## src/rtl/ccff_readback_if.sv

```systemverilog
// ----------------------------------------------------------------------------
// ccff_readback_if
// Serial readback stream between the readback engine and its sink.
//
// Signals:
//   sout        - current serial bit (driven by the engine)
//   sout_valid  - sout holds a valid bit (driven by the engine)
//   sout_ready  - sink can take the bit (driven by the sink)
//
// Handshake: a bit transfers on a rising edge where sout_valid and
// sout_ready are both high. Once sout_valid is raised, sout and
// sout_valid hold until that transfer happens; a valid bit is never
// retracted. sout_ready may be raised or lowered freely and has no
// effect while sout_valid is low.
//
// Modports:
//   master - the engine side (drives sout/sout_valid)
//   slave  - the sink side (drives sout_ready)
// ----------------------------------------------------------------------------
interface ccff_readback_if;
    logic sout;
    logic sout_valid;
    logic sout_ready;

    modport master (
        output sout,
        output sout_valid,
        input  sout_ready
    );

    modport slave (
        input  sout,
        input  sout_valid,
        output sout_ready
    );
endinterface

```

## src/rtl/ccff_readback.sv

```systemverilog
// ----------------------------------------------------------------------------
// ccff_readback
// Serial readback engine for a configuration-chain segment. On start it
// captures WIDTH configuration flip-flops in one cycle, then streams them
// out head first (bit 0 first), one bit per accepted transfer.
//
// Optional feature macro: CCFF_READBACK_PARITY_EN
//   When defined, one extra bit (the XOR reduction of the captured bits)
//   follows bit WIDTH-1, for WIDTH+1 transfers in total.
//
// Ports:
//   prog_clk   - programming clock, all state on its rising edge
//   pReset     - asynchronous active-high reset
//   cfg_bits   - parallel configuration contents, sampled only on start
//   start      - single-cycle capture request, honoured only in IDLE
//   busy       - high while the stream is in progress
//   done       - one-cycle pulse after the last bit is accepted
//   state_dbg  - current FSM state, for observation only
//   rb         - serial stream (sout / sout_valid / sout_ready)
// ----------------------------------------------------------------------------
module ccff_readback #(
    parameter int WIDTH = 32
) (
    input  logic               prog_clk,
    input  logic               pReset,
    input  logic [WIDTH-1:0]   cfg_bits,
    input  logic               start,
    output logic               busy,
    output logic               done,
    output logic [1:0]         state_dbg,
    ccff_readback_if.master    rb
);

`ifdef CCFF_READBACK_PARITY_EN
    localparam int SREG_W = WIDTH + 1;
`else
    localparam int SREG_W = WIDTH;
`endif
    // Counter must hold the full transfer count, including the parity bit.
    localparam int CNT_W = $clog2(SREG_W + 1);

    typedef enum logic [1:0] {
        ST_IDLE  = 2'd0,
        ST_SHIFT = 2'd1,
        ST_DONE  = 2'd2
    } state_t;

    state_t             state_q, state_d;
    logic [SREG_W-1:0]  sreg_q, sreg_d;
    logic [CNT_W-1:0]   cnt_q, cnt_d;
    logic               busy_q, busy_d;
    logic               valid_q, valid_d;
    logic               done_q, done_d;
    logic [SREG_W-1:0]  load_val;

`ifdef CCFF_READBACK_PARITY_EN
    // Parity sits above the data so it leaves after bit WIDTH-1.
    assign load_val = {^cfg_bits, cfg_bits};
`else
    assign load_val = cfg_bits;
`endif

    always_ff @(posedge prog_clk or posedge pReset) begin
        if (pReset) begin
            state_q <= ST_IDLE;
            sreg_q  <= '0;
            cnt_q   <= '0;
            busy_q  <= 1'b0;
            valid_q <= 1'b0;
            done_q  <= 1'b0;
        end else begin
            state_q <= state_d;
            sreg_q  <= sreg_d;
            cnt_q   <= cnt_d;
            busy_q  <= busy_d;
            valid_q <= valid_d;
            done_q  <= done_d;
        end
    end

    always_comb begin
        state_d = state_q;
        sreg_d  = sreg_q;
        cnt_d   = cnt_q;

        case (state_q)
            ST_IDLE: begin
                if (start) begin
                    sreg_d  = load_val;
                    cnt_d   = CNT_W'(SREG_W);
                    state_d = ST_SHIFT;
                end
            end
            ST_SHIFT: begin
                if (rb.sout_ready) begin
                    // Zero fill means sreg is all-zero again once drained.
                    sreg_d = sreg_q >> 1;
                    cnt_d  = cnt_q - 1'b1;
                    if (cnt_q == CNT_W'(1)) begin
                        state_d = ST_DONE;
                    end
                end
            end
            ST_DONE: begin
                state_d = ST_IDLE;
            end
            default: begin
                state_d = ST_IDLE;
            end
        endcase

        // Flags are decoded from the next state so the outputs come
        // straight from flops with no path from start or sout_ready.
        busy_d  = (state_d == ST_SHIFT);
        valid_d = (state_d == ST_SHIFT);
        done_d  = (state_d == ST_DONE);
    end

    assign rb.sout       = sreg_q[0];
    assign rb.sout_valid = valid_q;
    assign busy          = busy_q;
    assign done          = done_q;
    assign state_dbg     = state_q;

endmodule

```

## src/flat_wrapper.sv

```systemverilog
// flat-port wrapper written by rule: the top's interface ports become plain ports
module ccff_readback_flat 
#(
    parameter int WIDTH = 32
)
  (prog_clk, pReset, cfg_bits, start, busy, done, state_dbg, rb_sout, rb_sout_valid, rb_sout_ready);
  ccff_readback_if rb_i ();
  input  logic prog_clk;
  input  logic pReset;
  input  logic [WIDTH-1:0] cfg_bits;
  input  logic start;
  output logic busy;
  output logic done;
  output logic [1:0] state_dbg;
  output wire logic [$bits(rb_i.sout)-1:0] rb_sout;
  output wire logic [$bits(rb_i.sout_valid)-1:0] rb_sout_valid;
  input wire logic [$bits(rb_i.sout_ready)-1:0] rb_sout_ready;
  assign rb_sout = rb_i.sout;
  assign rb_sout_valid = rb_i.sout_valid;
  assign rb_i.sout_ready = rb_sout_ready;
  ccff_readback #(.WIDTH(WIDTH)) u_core (.prog_clk(prog_clk), .pReset(pReset), .cfg_bits(cfg_bits), .start(start), .busy(busy), .done(done), .state_dbg(state_dbg), .rb(rb_i));
endmodule
```

## config.mk

```make
export PLATFORM = sky130hd
export DESIGN_NAME = ccff_readback_flat
export DESIGN_NICKNAME = d
export VERILOG_FILES = /design/src/rtl/ccff_readback_if.sv /design/src/rtl/ccff_readback.sv /design/src/flat_wrapper.sv
export SDC_FILE = /design/constraint.sdc
export NUM_CORES = 1
export LEC_CHECK = 0
export CORE_MARGIN = 4
export CORE_UTILIZATION = 49
export CTS_BUF_LIST = sky130_fd_sc_hd__clkbuf_8
export CTS_CLUSTER_SIZE = 40
export DETAILED_ROUTE_END_ITERATION = 8
export PLACE_DENSITY = 0.77
export SLEW_MARGIN = 20
export SYNTH_ARGS = -nofsm -noshare
export SYNTH_HDL_FRONTEND = slang
export SYNTH_SLANG_ARGS = --single-unit
```

## constraint.sdc

```tcl
create_clock -name prog_clk -period 3.45 [get_ports prog_clk]
set_input_delay 0.345 -clock prog_clk [delete_from_list [all_inputs] [get_ports prog_clk]]
set_output_delay 0.345 -clock prog_clk [all_outputs]
set_load 0.05 [all_outputs]
```

; ---- Word-level counts from Yosys, hierarchy flattened
; Index checks and enable logic that the tools add are counted.
[word_totals]
out_inout_bits = 6
memories = 0
register_bits = 42
in_bits = 36
ram_bits = 0
mem_bits_ro = 0
latchBits = 0
elab_cells = 25
[op_classes]
n_mul = 0
reduce_logical = 3
n_lt_le_gt_ge = 0
n_eq_ne = 6
n_div = 0
shifts = 0
n_mux = 10
bitwise = 0
addsub = 1
[op_table]
columns = operator, n
row1 = 2-to-1 mux 32 bit, 2
row2 = one-hot mux 32 bit (2 select lines), 1
row3 = 2-to-1 mux 6 bit, 2
row4 = one-hot mux 6 bit (2 select lines), 1
row5 = equality test 6 x 1 -> 1 bit (second input constant), 1
row6 = 2-to-1 mux 2 bit, 3
row7 = subtractor 6 x 1 -> 6 bit (second input constant), 1
row8 = equality test 2 x 1 -> 1 bit (second input constant), 2
row9 = != test 2 bit (second input constant), 2
row10 = one-hot mux 2 bit (2 select lines), 1
row11 = AND reduction 3 bit, 1
row12 = equality test 2 bit (second input constant), 1
row13 = zero test 2 bit, 1
row14 = nonzero test 2 bit, 1

; ---- Depth between registers and ports, before layout
[depth]
word_depth = 5
depth_mapped = 6
ltp_nobuf = 5

; ---- Worst setup path before layout
; Ideal clock, no wire load.
[synth_timing]
path_type = register -> register
from = register u_core.state_q[0], in the netlist u_core.state_dbg[0]
to = register u_core.sreg_q[10]
arrival_ps = 1617
synth_period_minus_slack_ps = 1746
path_buffers = 3
t_required_ps = 3321
setup_time_ps = 129
slack_ps = 1704
stages_incl_launch_ff = 7
path_cell_list = dfrtp_1 buf_4 mux2i_1 or2_0 buf_2 clkbuf_2 o21ai_0
[synth_via]
elab_chain_cells = 3
word_cells_on_any_way = 7
classes_between = eq/ne (3) / mux (1) / reduce/logical (3)
[synth_rtl]
columns = element, line_no
row1 = start: declaration, ccff_readback.sv:48  ; state_t state_q, state_d;
row2 = start signal: assignment, ccff_readback.sv:72  ; state_q <= state_d;
row3 = equality test 2 x 1 -> 1 bit or zero test 2 bit (tied branches), ccff_readback.sv:86  ; case (state_q)
row4 = != test 2 bit (no line) or nonzero test 2 bit (tied branches), --
row5 = AND reduction 3 bit (no line), --
row6 = end signal: assignment, ccff_readback.sv:73  ; sreg_q <= sreg_d;
row7 = end: declaration, ccff_readback.sv:49  ; logic [SREG_W-1:0] sreg_q, sreg_d;
; Parallel ways exist; a longest one is shown, timed or not.
; A chain may end at the register's enable or synchronous reset.

; ---- Final worst setup path
[layout_timing]
from = register u_core.state_q[1], in the netlist u_core.state_dbg[1]
to = output state_dbg[1]
[layout_rtl]
columns = element, line_no
row1 = end: declaration, flat_wrapper.sv:14  ; output logic [1:0] state_dbg;
; No word-level cell between the ends.

==> metrics.cfg <==
[timing]
finClkSkew_ns=0.00742
post-route-period-util=0.709
worstMarginPinSlew_ns=1.02
final-max-slew-violation-count=0
setup_viol=0
post-route-min-period_ns=2.45
fin_ws_ns=1.00
hold_viol=0
relSlewSlack=0.323
rsz0062_at_grt=false
hold-worst-slack_ns=0.420
fin_setup_tns_ns=0
fmax_ghz=0.409

[global_route]
met2_usage=0.271
antenna_found_initial=0
gr-max-usage-layer=met2
grt_use_total=0.171
gr-total-overflow=0
grt_max_degree=34
grtUsageMet3=0.0429
grt_pass1_wl_um=7030
grt_pass1_vias=1558
grt.met1_usage=0.236

[logic_synthesis]
syn_nets=230
synth_area_leaders=dfrtp_1 52%, mux2i_1 16%, o21ai_0 16%, clkbuf_1 1.3%, buf_2 1.2%
syn_avg_cell_area_um2=10.6
synth_top_area_share=0.519
synth_area_um2=2030
yosys_warnings=0
synth_flop_cell=dfrtp_1
netlist_instances=192
synth-edff-count=0
yosysSeqAreaShare=0.519
synth_commonest_cells=65 x o21ai_0, 42 x dfrtp_1, 33 x mux2i_1
yosysUniqueCellTypes=30
async_reset_ff_frac=1.00
yosys.area.top_type=dfrtp_1
synth.most_common_cell=o21ai_0
ys_ff_latch=42

[power_and_ir_drop]
p_per_area_nw_per_um2=730
internal_power_mw=1.21
switching_share=0.351
power_mw=1.87
ir_drop_mv=0.438
power_frac_comb=0.360
p_leak_nw=0.993
seqPwrFrac=0.435
clkPwrFrac=0.205
switchingPower_mw=0.655

[cells_and_area]
antenna_cells=0
finalNonFillerCells=278
area_delta_synth_final_pct=26.2
layout-drive-gt1-share=0.0789
nNetsFinal=265

[flow_run]
cap_violations=0

[clock_tree]
cts_hold_buf=0
cts_root_buffer=clkbuf_8
cts_setup_buffers=0
cts_resized=0
cts-buffers-inserted=5
clk_pin_slew_ns=0.08
cts.path.max_buffers=2
cts_tree=yes
cts_max_level=2
clk_latency_ns=0.29
clock-sinks=42

[worst_setup_path]
path_class=reg -> out
start_kind=register
r2r_cells=4
crit_fanout=32
r2r_end=u_core.sreg_q[16]$_DFFE_PP0P_
endpoint_kind=output pin
reg2reg_from=u_core.state_dbg[0]$_DFF_PP0_
arrival_ns=2.10
reg2reg_setup_slack_ns=1.44
critPathRequiredTime_ns=3.11

[drt]
routedWlPerCell_um=15.2
ant_nets=0
vias=1574
drt_pass1_iterations=4
via_per_inst=5.66
routed_wl_um=4230
drt_iter0_markers=96
drcViolationCount=0

[floorplanning]
core.rowCount=23
core_area_um2=4000
die_area_um2=5230
ios=42
die_w_um=72.3
floorplan.initialDensity=0.506
die_y_um=72.3

[placement]
port_buffers=41
place_inst=270
gp_congestion=0.766
dp_slack_ns=1.19
hpwl_um=2830

[min_path]
hp-class=in -> async

[outcome]
outcome=finished, final reports clean

==> sequential cells by signal (all words and copies together) (netlist names) <==
name and count:
u_core.sreg_q 32, u_core.cnt_q 6, u_core.state_dbg 2, u_core.busy 1
u_core.done 1
==> through the flow <==
stage,instance area [um^2],utilization
floorplan,2030,-
global placement,2450,0.612
detailed placement,2450,0.612
CTS,2560,0.639
global route,2560,0.639
finish,2560,0.639
==> worst max path at each step <==
| stage | from | end | cells past startpoint |
|---|---|---|---|
| after floorplan | u_core.state_dbg[0]$_DFF_PP0_ | u_core.sreg_q[10]$_DFFE_PP0P_ | 6 |
| final | u_core.state_dbg[1]$_DFF_PP0_ | state_dbg[1] | 2 |
| after CTS | u_core.state_dbg[1]$_DFF_PP0_ | state_dbg[1] | 2 |
| after detailed placement | rb_sout_ready | u_core.sreg_q[16]$_DFFE_PP0P_ | 5 |
| after global routing | u_core.state_dbg[1]$_DFF_PP0_ | state_dbg[1] | 2 |
| after global placement | rb_sout_ready | u_core.sreg_q[1]$_DFFE_PP0P_ | 5 |
==> metal layers <==
metal / part of all wire / vias up / wire, um
li1: - / 768 / -
met1: 0.45 / 770 / 1890
met2: 0.49 / 31 / 2090
met3: 0.050 / 5 / 212
met4: 0.0085 / 0 / 36
met5: 0 / - / 0
==> critical path: stages, from the launching register on <==
cell             delay (ns)
dfrtp_1                0.58
buf_4                  0.36
clkdlybuf4s50_1        0.86
==> cell type report <==
type                       instances  area [um^2]
clock buffer                       5         68.8
clock inverter                     3         40.0
fill                             348         1440
inverter                           4         15.0
multi-input combinational        128          871
sequential                        42         1050
tap                               50         62.6
timing repair buffer              46          448
==> power groups by stage <==
stage               logic (mW)  clock network, mW  registers, mW
global placement         0.659                  0          0.807
global route             0.758              0.408          0.834
CTS                      0.685              0.391          0.810
detailed placement       0.681                  0          0.819
finish                   0.672              0.383          0.811
floorplan                0.485                  0          0.820
==> cells by family (layout without fill, tap and decap cells) <==
kind of cell,count (synthesis),in the layout,synth area share
buffers and inverters,22,58,0.0544
AO/OA/AOI/OAI,74,74,0.192
flip-flops,42,42,0.519
multiplexers,33,33,0.163
adder cells (fa/ha/maj),2,2,0.0124
AND/OR/NAND/NOR,19,19,0.0593
==> cell usage in the layout (no fill, tap or decap), drive strengths merged, types with 2 or more instances in the layout <==
cell | synthesis | final
a211oi | 2 | 2
a21oi | 3 | 3
buf | 9 | 5
clkbuf | 9 | 5
clkdlybuf4s50 | 0 | 41
clkinv | 0 | 2
dfrtp | 42 | 42
ha | 2 | 2
inv | 4 | 4
mux2i | 33 | 33
nor2 | 3 | 3
nor4 | 3 | 3
o21ai | 65 | 65
or2 | 2 | 2
or3 | 2 | 2
or4b | 2 | 2
Power figures use the tool's default switching activity.
